===== src/rtl/mem_stage_pkg.sv =====
// Shared definitions for the MEM pipeline stage: bus layouts, access sizes
// and the memory-access sequencing states.
package mem_stage_pkg;

  localparam int EXE_TO_MEM_WIDTH = 139;
  localparam int MEM_TO_WB_WIDTH  = 70;
  localparam int XLEN             = 64;

  // Field positions in the execute-to-mem bus (MSB first).
  localparam int EXE_MEM_REN_BIT = 138;
  localparam int EXE_MEM_WEN_BIT = 137;
  localparam int EXE_SIZE_LSB    = 135;
  localparam int EXE_SEXT_BIT    = 134;
  localparam int EXE_REG_WEN_BIT = 133;
  localparam int EXE_RD_LSB      = 128;
  localparam int EXE_ALU_LSB     = 64;
  localparam int EXE_SDATA_LSB   = 0;

  // Field positions in the mem-to-wb bus.
  localparam int WB_REG_WEN_BIT = 69;
  localparam int WB_RD_LSB      = 64;
  localparam int WB_WDATA_LSB   = 0;

  typedef enum logic [1:0] {
    SZ_B = 2'd0,
    SZ_H = 2'd1,
    SZ_W = 2'd2,
    SZ_D = 2'd3
  } mem_size_e;

  typedef enum logic [1:0] {
    ST_IDLE = 2'd0,
    ST_WAIT = 2'd1,
    ST_DONE = 2'd2
  } mem_state_e;

endpackage


===== src/rtl/mem_stage_lane_align.sv =====
// Combinational byte-lane steering: store mask/data placement and load
// extraction with sign or zero extension.
module mem_lane_align
  import mem_stage_pkg::*;
(
  input  logic [2:0]  off,
  input  logic [1:0]  size,
  input  logic        sext,
  input  logic [63:0] store_data,
  input  logic [63:0] rdata,
  output logic [7:0]  wmask,
  output logic [63:0] wdata,
  output logic [63:0] load_data
);

  logic [5:0]  shamt;
  logic [63:0] sh;

  always_comb begin
    shamt = {off, 3'b000};
    wdata = store_data << shamt;
    sh    = rdata >> shamt;

    // Misaligned accesses simply lose the lanes shifted past byte 7.
    case (size)
      SZ_B:    wmask = 8'h01 << off;
      SZ_H:    wmask = 8'h03 << off;
      SZ_W:    wmask = 8'h0F << off;
      SZ_D:    wmask = 8'hFF;
      default: wmask = 8'hFF;
    endcase

    case (size)
      SZ_B:    load_data = {{56{sext & sh[7]}},  sh[7:0]};
      SZ_H:    load_data = {{48{sext & sh[15]}}, sh[15:0]};
      SZ_W:    load_data = {{32{sext & sh[31]}}, sh[31:0]};
      SZ_D:    load_data = sh;
      default: load_data = sh;
    endcase
  end

endmodule


===== src/rtl/mem_stage.sv =====
// Pipeline MEM stage: holds one execute-stage entry, performs its load or
// store over the data-memory port and hands the result to write-back.
module mem_stage
  import mem_stage_pkg::*;
(
  input  logic                        clk,
  input  logic                        rst,
  input  logic                        exe_to_mem_valid,
  input  logic [EXE_TO_MEM_WIDTH-1:0] exe_to_mem_bus,
  output logic                        mem_allowin,
  input  logic                        wb_allowin,
  output logic                        mem_to_wb_valid,
  output logic [MEM_TO_WB_WIDTH-1:0]  mem_to_wb_bus,
  output logic                        dmem_req,
  output logic                        dmem_we,
  output logic [63:0]                 dmem_addr,
  output logic [63:0]                 dmem_wdata,
  output logic [7:0]                  dmem_wmask,
  input  logic                        dmem_req_ready,
  input  logic                        dmem_rvalid,
  input  logic [63:0]                 dmem_rdata
);

  logic                        mem_valid_q, mem_valid_d;
  logic [EXE_TO_MEM_WIDTH-1:0] entry_q, entry_d;
  mem_state_e                  state_q, state_d;
  logic [63:0]                 rdata_q, rdata_d;

  logic        ready_go;
  logic        retire;
  logic        capture;

  logic        e_ren, e_wen, e_sext, e_reg_wen, e_is_mem;
  logic [1:0]  e_size;
  logic [4:0]  e_rd;
  logic [63:0] e_alu, e_sdata;
  logic [63:0] load_data;

  assign e_ren     = entry_q[EXE_MEM_REN_BIT];
  assign e_wen     = entry_q[EXE_MEM_WEN_BIT];
  assign e_size    = entry_q[EXE_SIZE_LSB +: 2];
  assign e_sext    = entry_q[EXE_SEXT_BIT];
  assign e_reg_wen = entry_q[EXE_REG_WEN_BIT];
  assign e_rd      = entry_q[EXE_RD_LSB +: 5];
  assign e_alu     = entry_q[EXE_ALU_LSB +: XLEN];
  assign e_sdata   = entry_q[EXE_SDATA_LSB +: XLEN];
  assign e_is_mem  = e_ren | e_wen;

  mem_lane_align u_align (
    .off        (e_alu[2:0]),
    .size       (e_size),
    .sext       (e_sext),
    .store_data (e_sdata),
    .rdata      (rdata_q),
    .wmask      (dmem_wmask),
    .wdata      (dmem_wdata),
    .load_data  (load_data)
  );

  // Request fields come straight from the held entry, so they stay stable
  // for as long as dmem_req is waiting on dmem_req_ready.
  assign dmem_we   = e_wen;
  assign dmem_addr = e_alu;

  always_comb begin
    mem_to_wb_bus = '0;
    mem_to_wb_bus[WB_REG_WEN_BIT]      = e_reg_wen & ~e_wen;
    mem_to_wb_bus[WB_RD_LSB +: 5]      = e_rd;
    mem_to_wb_bus[WB_WDATA_LSB +: XLEN] = e_ren ? load_data : e_alu;
  end

  always_comb begin
    state_d  = state_q;
    rdata_d  = rdata_q;
    dmem_req = 1'b0;
    ready_go = 1'b0;

    case (state_q)
      ST_IDLE: begin
        ready_go = ~e_is_mem;
        dmem_req = mem_valid_q & e_is_mem;
        if (dmem_req && dmem_req_ready) begin
          state_d = e_wen ? ST_DONE : ST_WAIT;
        end
      end
      ST_WAIT: begin
        if (dmem_rvalid) begin
          rdata_d = dmem_rdata;
          state_d = ST_DONE;
        end
      end
      ST_DONE: begin
        ready_go = 1'b1;
      end
      default: begin
        state_d = ST_IDLE;
      end
    endcase

    mem_to_wb_valid = mem_valid_q & ready_go;
    mem_allowin     = ~mem_valid_q | (ready_go & wb_allowin);
    retire          = mem_to_wb_valid & wb_allowin;
    capture         = exe_to_mem_valid & mem_allowin;

    if (state_q == ST_DONE && retire) begin
      state_d = ST_IDLE;
    end

    // Capture wins over retire so a new entry can follow in the same cycle.
    if (capture) begin
      mem_valid_d = 1'b1;
    end else if (retire) begin
      mem_valid_d = 1'b0;
    end else begin
      mem_valid_d = mem_valid_q;
    end
    entry_d = capture ? exe_to_mem_bus : entry_q;
  end

  always_ff @(posedge clk) begin
    if (rst) begin
      mem_valid_q <= 1'b0;
      state_q     <= ST_IDLE;
    end else begin
      mem_valid_q <= mem_valid_d;
      state_q     <= state_d;
    end
  end

  always_ff @(posedge clk) begin
    entry_q <= entry_d;
    rdata_q <= rdata_d;
  end

endmodule


===== config.mk =====
export PLATFORM = sky130hd
export DESIGN_NAME = mem_stage
export DESIGN_NICKNAME = d
export VERILOG_FILES = /design/src/rtl/mem_stage_pkg.sv /design/src/rtl/mem_stage_lane_align.sv /design/src/rtl/mem_stage.sv
export SDC_FILE = /design/constraint.sdc
export NUM_CORES = 1
export LEC_CHECK = 0
export ABC_AREA = 1
export CORE_MARGIN = 2
export CORE_UTILIZATION = 32
export CTS_BUF_LIST = sky130_fd_sc_hd__clkbuf_4 sky130_fd_sc_hd__clkbuf_8
export DETAILED_ROUTE_END_ITERATION = 12
export PLACE_DENSITY = 0.59
export SLEW_MARGIN = 20
export SYNTH_ARGS = -nofsm -noshare
export SYNTH_HDL_FRONTEND = slang
export SYNTH_HIERARCHICAL = 1
export SYNTH_SLANG_ARGS = --single-unit

===== constraint.sdc =====
create_clock -name clk -period 29 [get_ports clk]
set_clock_uncertainty 0.05 [all_clocks]
set_input_delay 5.8 -clock clk [delete_from_list [all_inputs] [get_ports clk]]
set_output_delay 5.8 -clock clk [all_outputs]
set_load 0.005 [all_outputs]

# After elaboration in Yosys (flattened, before gate mapping)
# Cells that the tools add are included.
[totals]
ff_bits = 206
out_inout_bits = 210
wordCells = 50
[classes]
n_eq_ne = 7
shifts = 5
mux = 11
bitwise_logic = 15
n_reduce_logical = 8
[ops]
columns = ["operator", "count"]
rows = [
  ["$pmux 64 s4", 1],
  ["$mux 64", 1],
  ["$shl 64x6->64", 1],
  ["$shr 64x6->64", 1],
  ["$pmux 8 s4", 1],
  ["$and 1x1->1", 9],
  ["$shl 1x3->8 const A", 1],
  ["$shl 2x3->8 const A", 1],
  ["$shl 4x3->8 const A", 1],
  ["$eq 2x2->1 const B", 3],
  ["$mux 2", 3],
  ["$pmux 2 s3", 1],
  ["$eq 2x1->1 const B", 2],
  ["$logic_not 2->1", 2],
  ["$ne 2x2->1 const B", 2],
  ["$not 1->1", 4],
  ["$mux 1", 3],
  ["$reduce_and 3->1", 1],
  ["$logic_and 1x1->1", 2],
  ["$or 1x1->1", 2],
  ["$pmux 1 s2", 1],
  ["$reduce_and 2->1", 1],
  ["$reduce_bool 2->1", 1],
  ["$reduce_or 2->1", 1],
]

# Longest topological paths before layout
[logic_depth]
word_depth = 7
ltp_mapped = 15

# Modules after synthesis
# Netlist, hierarchy kept.
[by_module_without_submodules]
columns = ["module", "instances", "cells_each", "area_per_inst_um2", "seq_area_each_um2"]
rows = [
  ["mem_stage", 1, 516, 7638.6, 6155.9],
  ["mem_lane_align", 1, 982, 4503.1, 0.0],
]

# Worst setup path after synthesis
# No wires, ideal clock.
[synth_timing]
path_kind = "input to register"
startpoint = "in exe_to_mem_valid"
endpoint = "reg entry_q[0] (enable)"
arrival_time_ns = 12.550
t_required_ns = 28.267
slack_ns = 15.717
stages = 2
path_buffers = 0
path_cell_list = "inv_1 a21oi_1"
[synth_via]
elab_chain_cells = 1
[synth_lines]
columns = ["item", "line_no", "rtl"]
rows = [
  ["start: declaration", "mem_stage.sv:8", "input logic exe_to_mem_valid,"],
  ["$and 1x1->1", "mem_stage.sv:103", "capture = exe_to_mem_valid & mem_allowin;"],
  ["via capture", "mem_stage.sv:31", "logic capture;"],
  ["end signal: assignment", "mem_stage.sv:131", "entry_q <= entry_d;"],
  ["end: declaration", "mem_stage.sv:25", "logic [EXE_TO_MEM_WIDTH-1:0] entry_q, entry_d;"],
]
# The timed path passes the listed nets, and every way through them passes these cells.
# A chain may end at the register's enable or synchronous reset.

# Worst setup path after layout
[layout_timing]
startpoint = "in wb_allowin"
endpoint = "out mem_allowin"
[layout_via]
elab_chain_cells = 2
[layout_lines]
columns = ["item", "line_no", "rtl"]
rows = [
  ["start: declaration", "mem_stage.sv:11", "input logic wb_allowin,"],
  ["$and 1x1->1", "mem_stage.sv:101", "mem_allowin = ~mem_valid_q | (ready_go & wb_allowin);"],
  ["$or 1x1->1", "mem_stage.sv:101", ""],
  ["end: declaration", "mem_stage.sv:10", "output logic mem_allowin,"],
]
# No other way between the ends.

==> metrics.txt <==
Reg2Reg Depth 8; yosys warns 6; non-filler instance count after layout 2355; # Max-Cap Violations 0; GPL Wtd Cong just over 0.9; count leader, synth nand2_1; die width 199 um; flop-to-flop setup slack 25.34 ns; CP Depth 4; vias in the first global route 10800; fin util 0.447; Worst Min Path Start state_q[0]; clock slew at reported path FFs 0.06 ns; CP Cell Sequence clkdlybuf4s50_1 > nand2_2 > nand2_2 > clkdlybuf4s50_1; first-pass GRT wire length 64.3 mm; combinational share of power 0.223; post_cts resized 0; delay-heaviest family, CP buffers and inverters; DIE HEIGHT 199 um; routed len/inst 18.7 um; Sw Ratio 0.278; clock sink count 206; Via density just under 5; antenna violations before repair 9; syn nets around 1700; critical path's slowest cell clkdlybuf4s50_1; 1st-iter DRT viols between 900 and 1000; clock tree buffer depth 3; simple-gate area share of the yosys netlist 0.265; synth unique cells 31; slew of the pin with the lowest slew margin 1.18 ns; Core Box Area 37500 um2; CTS buffer count 41; Finish-stage setup viols 0; worst vdd ir around 0.039 mV; CTS HTree Levels 2; GRT Total Usage 0.217; Power Internal 0.599 mW; crit start category primary input; syn avg cell area a little over 8 um2; mux contribution to synthesized area 0; cell area after synthesis 12100 um2; placed cell count approximately 2300; Final #Nets 2023; Hold Crit Class register to register; DRC viols 0; Post-Synthesis Cells 1498; leak pwr 7.10 nW; critical path capture point type output pin; post-detail-place hpwl 31.6 mm; synth-to-layout area growth 38.2%; worst stage delay on the critical path 0.51 ns; status complete, no violations; Final Hold Viols 0; register share of total power 0.431; Max Clk Rate 0.0779 GHz; drt pass-1 iters 5; Critical path buffers and inverters 2; worst hold stages 2; ys flop type edfxtp_1; Overflow after GRT 0; vias post-DR 11300; Initial Utilization 0.324; Final Cycle Share 0.442; post-synthesis sequential area ratio 0.507; largest family of logic cells by synthesized area simple AND/OR/NAND/NOR gates; Critical Path Fanout Max 2; area leader, netlist edfxtp_1; layout cells sized above 1 0.0556; top cells by area, synth edfxtp_1, nand2_1, buf_4, o21ai_0, nor2_1; Yosys top cell area share 0.502; Final min period 12.83 ns; number of routed nets with antenna violations 0; R2R Path End entry_q[114]; Pins Over Slew Limit 0; CTS root buf clkbuf_8; die footprint 39500 um2; Core Rows just over 70; pwr/cell area between 40 and 50 nW/um2; final wirelength between 40 and 50 mm; CTS tree yes; classification of the worst setup path primary input to output pin; adder and majority gate portion of the synthesized area 0.00515; Psw 0.231 mW; I/O pin count roughly 420; FFs w/ async S/R, synth 0; Worst Path Arrival between 6 and 7 ns; worst r2r src entry_q[138]; setup bufs post-CTS 0; setup_tns 0 ns; largest net degree at the start of global routing 90; EDFF count, synth between 200 and 250; critical path data required time 23.15 ns; CTS Hold Bufs 0; number of buffers added on ports between 400 and 500; end point of the worst hold path state_q[0]; commonest cells in the netlist nand2_1, edfxtp_1, nor2_1; Compound-Gate Fraction of Synth Area 0.106; clock power share 0.347; unrepaired setup endpoints after global routing false; Max transition margin 0.211; FF+latch count, synth about 210; XOR/XNOR Fraction of Synth Area 0; clk_lat worst skew 0.58 ns
cells in the final DEF (no fill, tap or decap), types with 2 or more instances in the layout:
master	count
nand2_2	8
inv_1	82
o22ai_1	8
nor2_1	91
diode_2	8
o21ai_1	14
o311ai_0	3
ha_1	5
clkinv_2	3
or2_2	7
nand3_2	2
buf_4	11
o211ai_1	29
inv_2	6
nand3_1	46
a21oi_1	64
and2_1	5
nand2_1	649
clkbuf_4	12
nor2_8	3
o221ai_1	13
clkdlybuf4s50_1	418
edfxtp_1	203
dfxtp_1	3
clkinv_1	10
o21ai_0	89
clkbuf_8	43
layout make-up:
cell class / count / area [um2]
flip-flops and latches: 206 / 6160
fillers: 3769 / 20700
clock inverters: 15 / 90.1
diodes: 8 / 20.0
clock buffers: 55 / 682
multi-input cells: 1042 / 4580
inverters: 89 / 339
repair buffers: 429 / 4270
well taps: 511 / 639
metrics by stage:
stage	worst slack (ns)	power (mW)	instance area, um2	hold WS (ns)
2_1_floorplan	15.72	0.454	12100	0.442
3_3_place_gp	16.18	0.547	16000	0.457
3_5_place_dp	16.17	0.548	16000	0.464
4_1_cts	16.16	0.841	16800	0.474
5_1_grt	16.13	0.869	16800	0.511
6_report	16.17	0.830	16800	0.473
logic make-up (layout without fill, tap and decap cells):
| kind of cell | Yosys count | count (layout) |
|---|---|---|
| other | 0 | 8 |
| flip-flops | 206 | 206 |
| buffers and inverters | 250 | 588 |
| AO/OA/AOI/OAI | 225 | 225 |
| adder cells (fa/ha/maj) | 5 | 5 |
| AND/OR/NAND/NOR | 812 | 812 |
power by group through the flow:
stage | logic, mW | registers [mW] | clock network (mW)
final | 0.185 | 0.357 | 0.287
after global routing | 0.201 | 0.359 | 0.308
after CTS | 0.186 | 0.358 | 0.298
after detailed placement | 0.185 | 0.363 | 0
after global placement | 0.184 | 0.363 | 0
after floorplan | 0.0900 | 0.364 | 0
layer usage:
metal	GRT usage	up-vias	wire, um
met5	0	-	12
met4	0.0882	2	1360
met3	0.0454	75	3360
met2	0.343	473	20300
met1	0.289	5321	18900
li1	-	5474	-
worst max path at each step:
stage / start / slack (ns) / end
floorplan: exe_to_mem_valid / 15.72 / entry_q[0]
global placement: wb_allowin / 16.18 / mem_allowin
detailed placement: wb_allowin / 16.17 / mem_allowin
CTS: wb_allowin / 16.16 / mem_allowin
global route: wb_allowin / 16.13 / mem_allowin
finish: wb_allowin / 16.17 / mem_allowin
worst register-to-register path: stages (launching register included):
cell and delay, ns:
edfxtp_1 0.41, inv_2 0.06, buf_4 0.55, nand3_1 0.19, nand2_1 0.11, nand2_2 0.08, a21oi_4 0.11, buf_4 0.69
buf_4 0.95
registers in the layout, indices dropped and copies added, names as in the netlist:
register     count
rdata_q         64
mem_valid_q      1
entry_q        139
state_q          2
(Power assumes the default switching activity.)
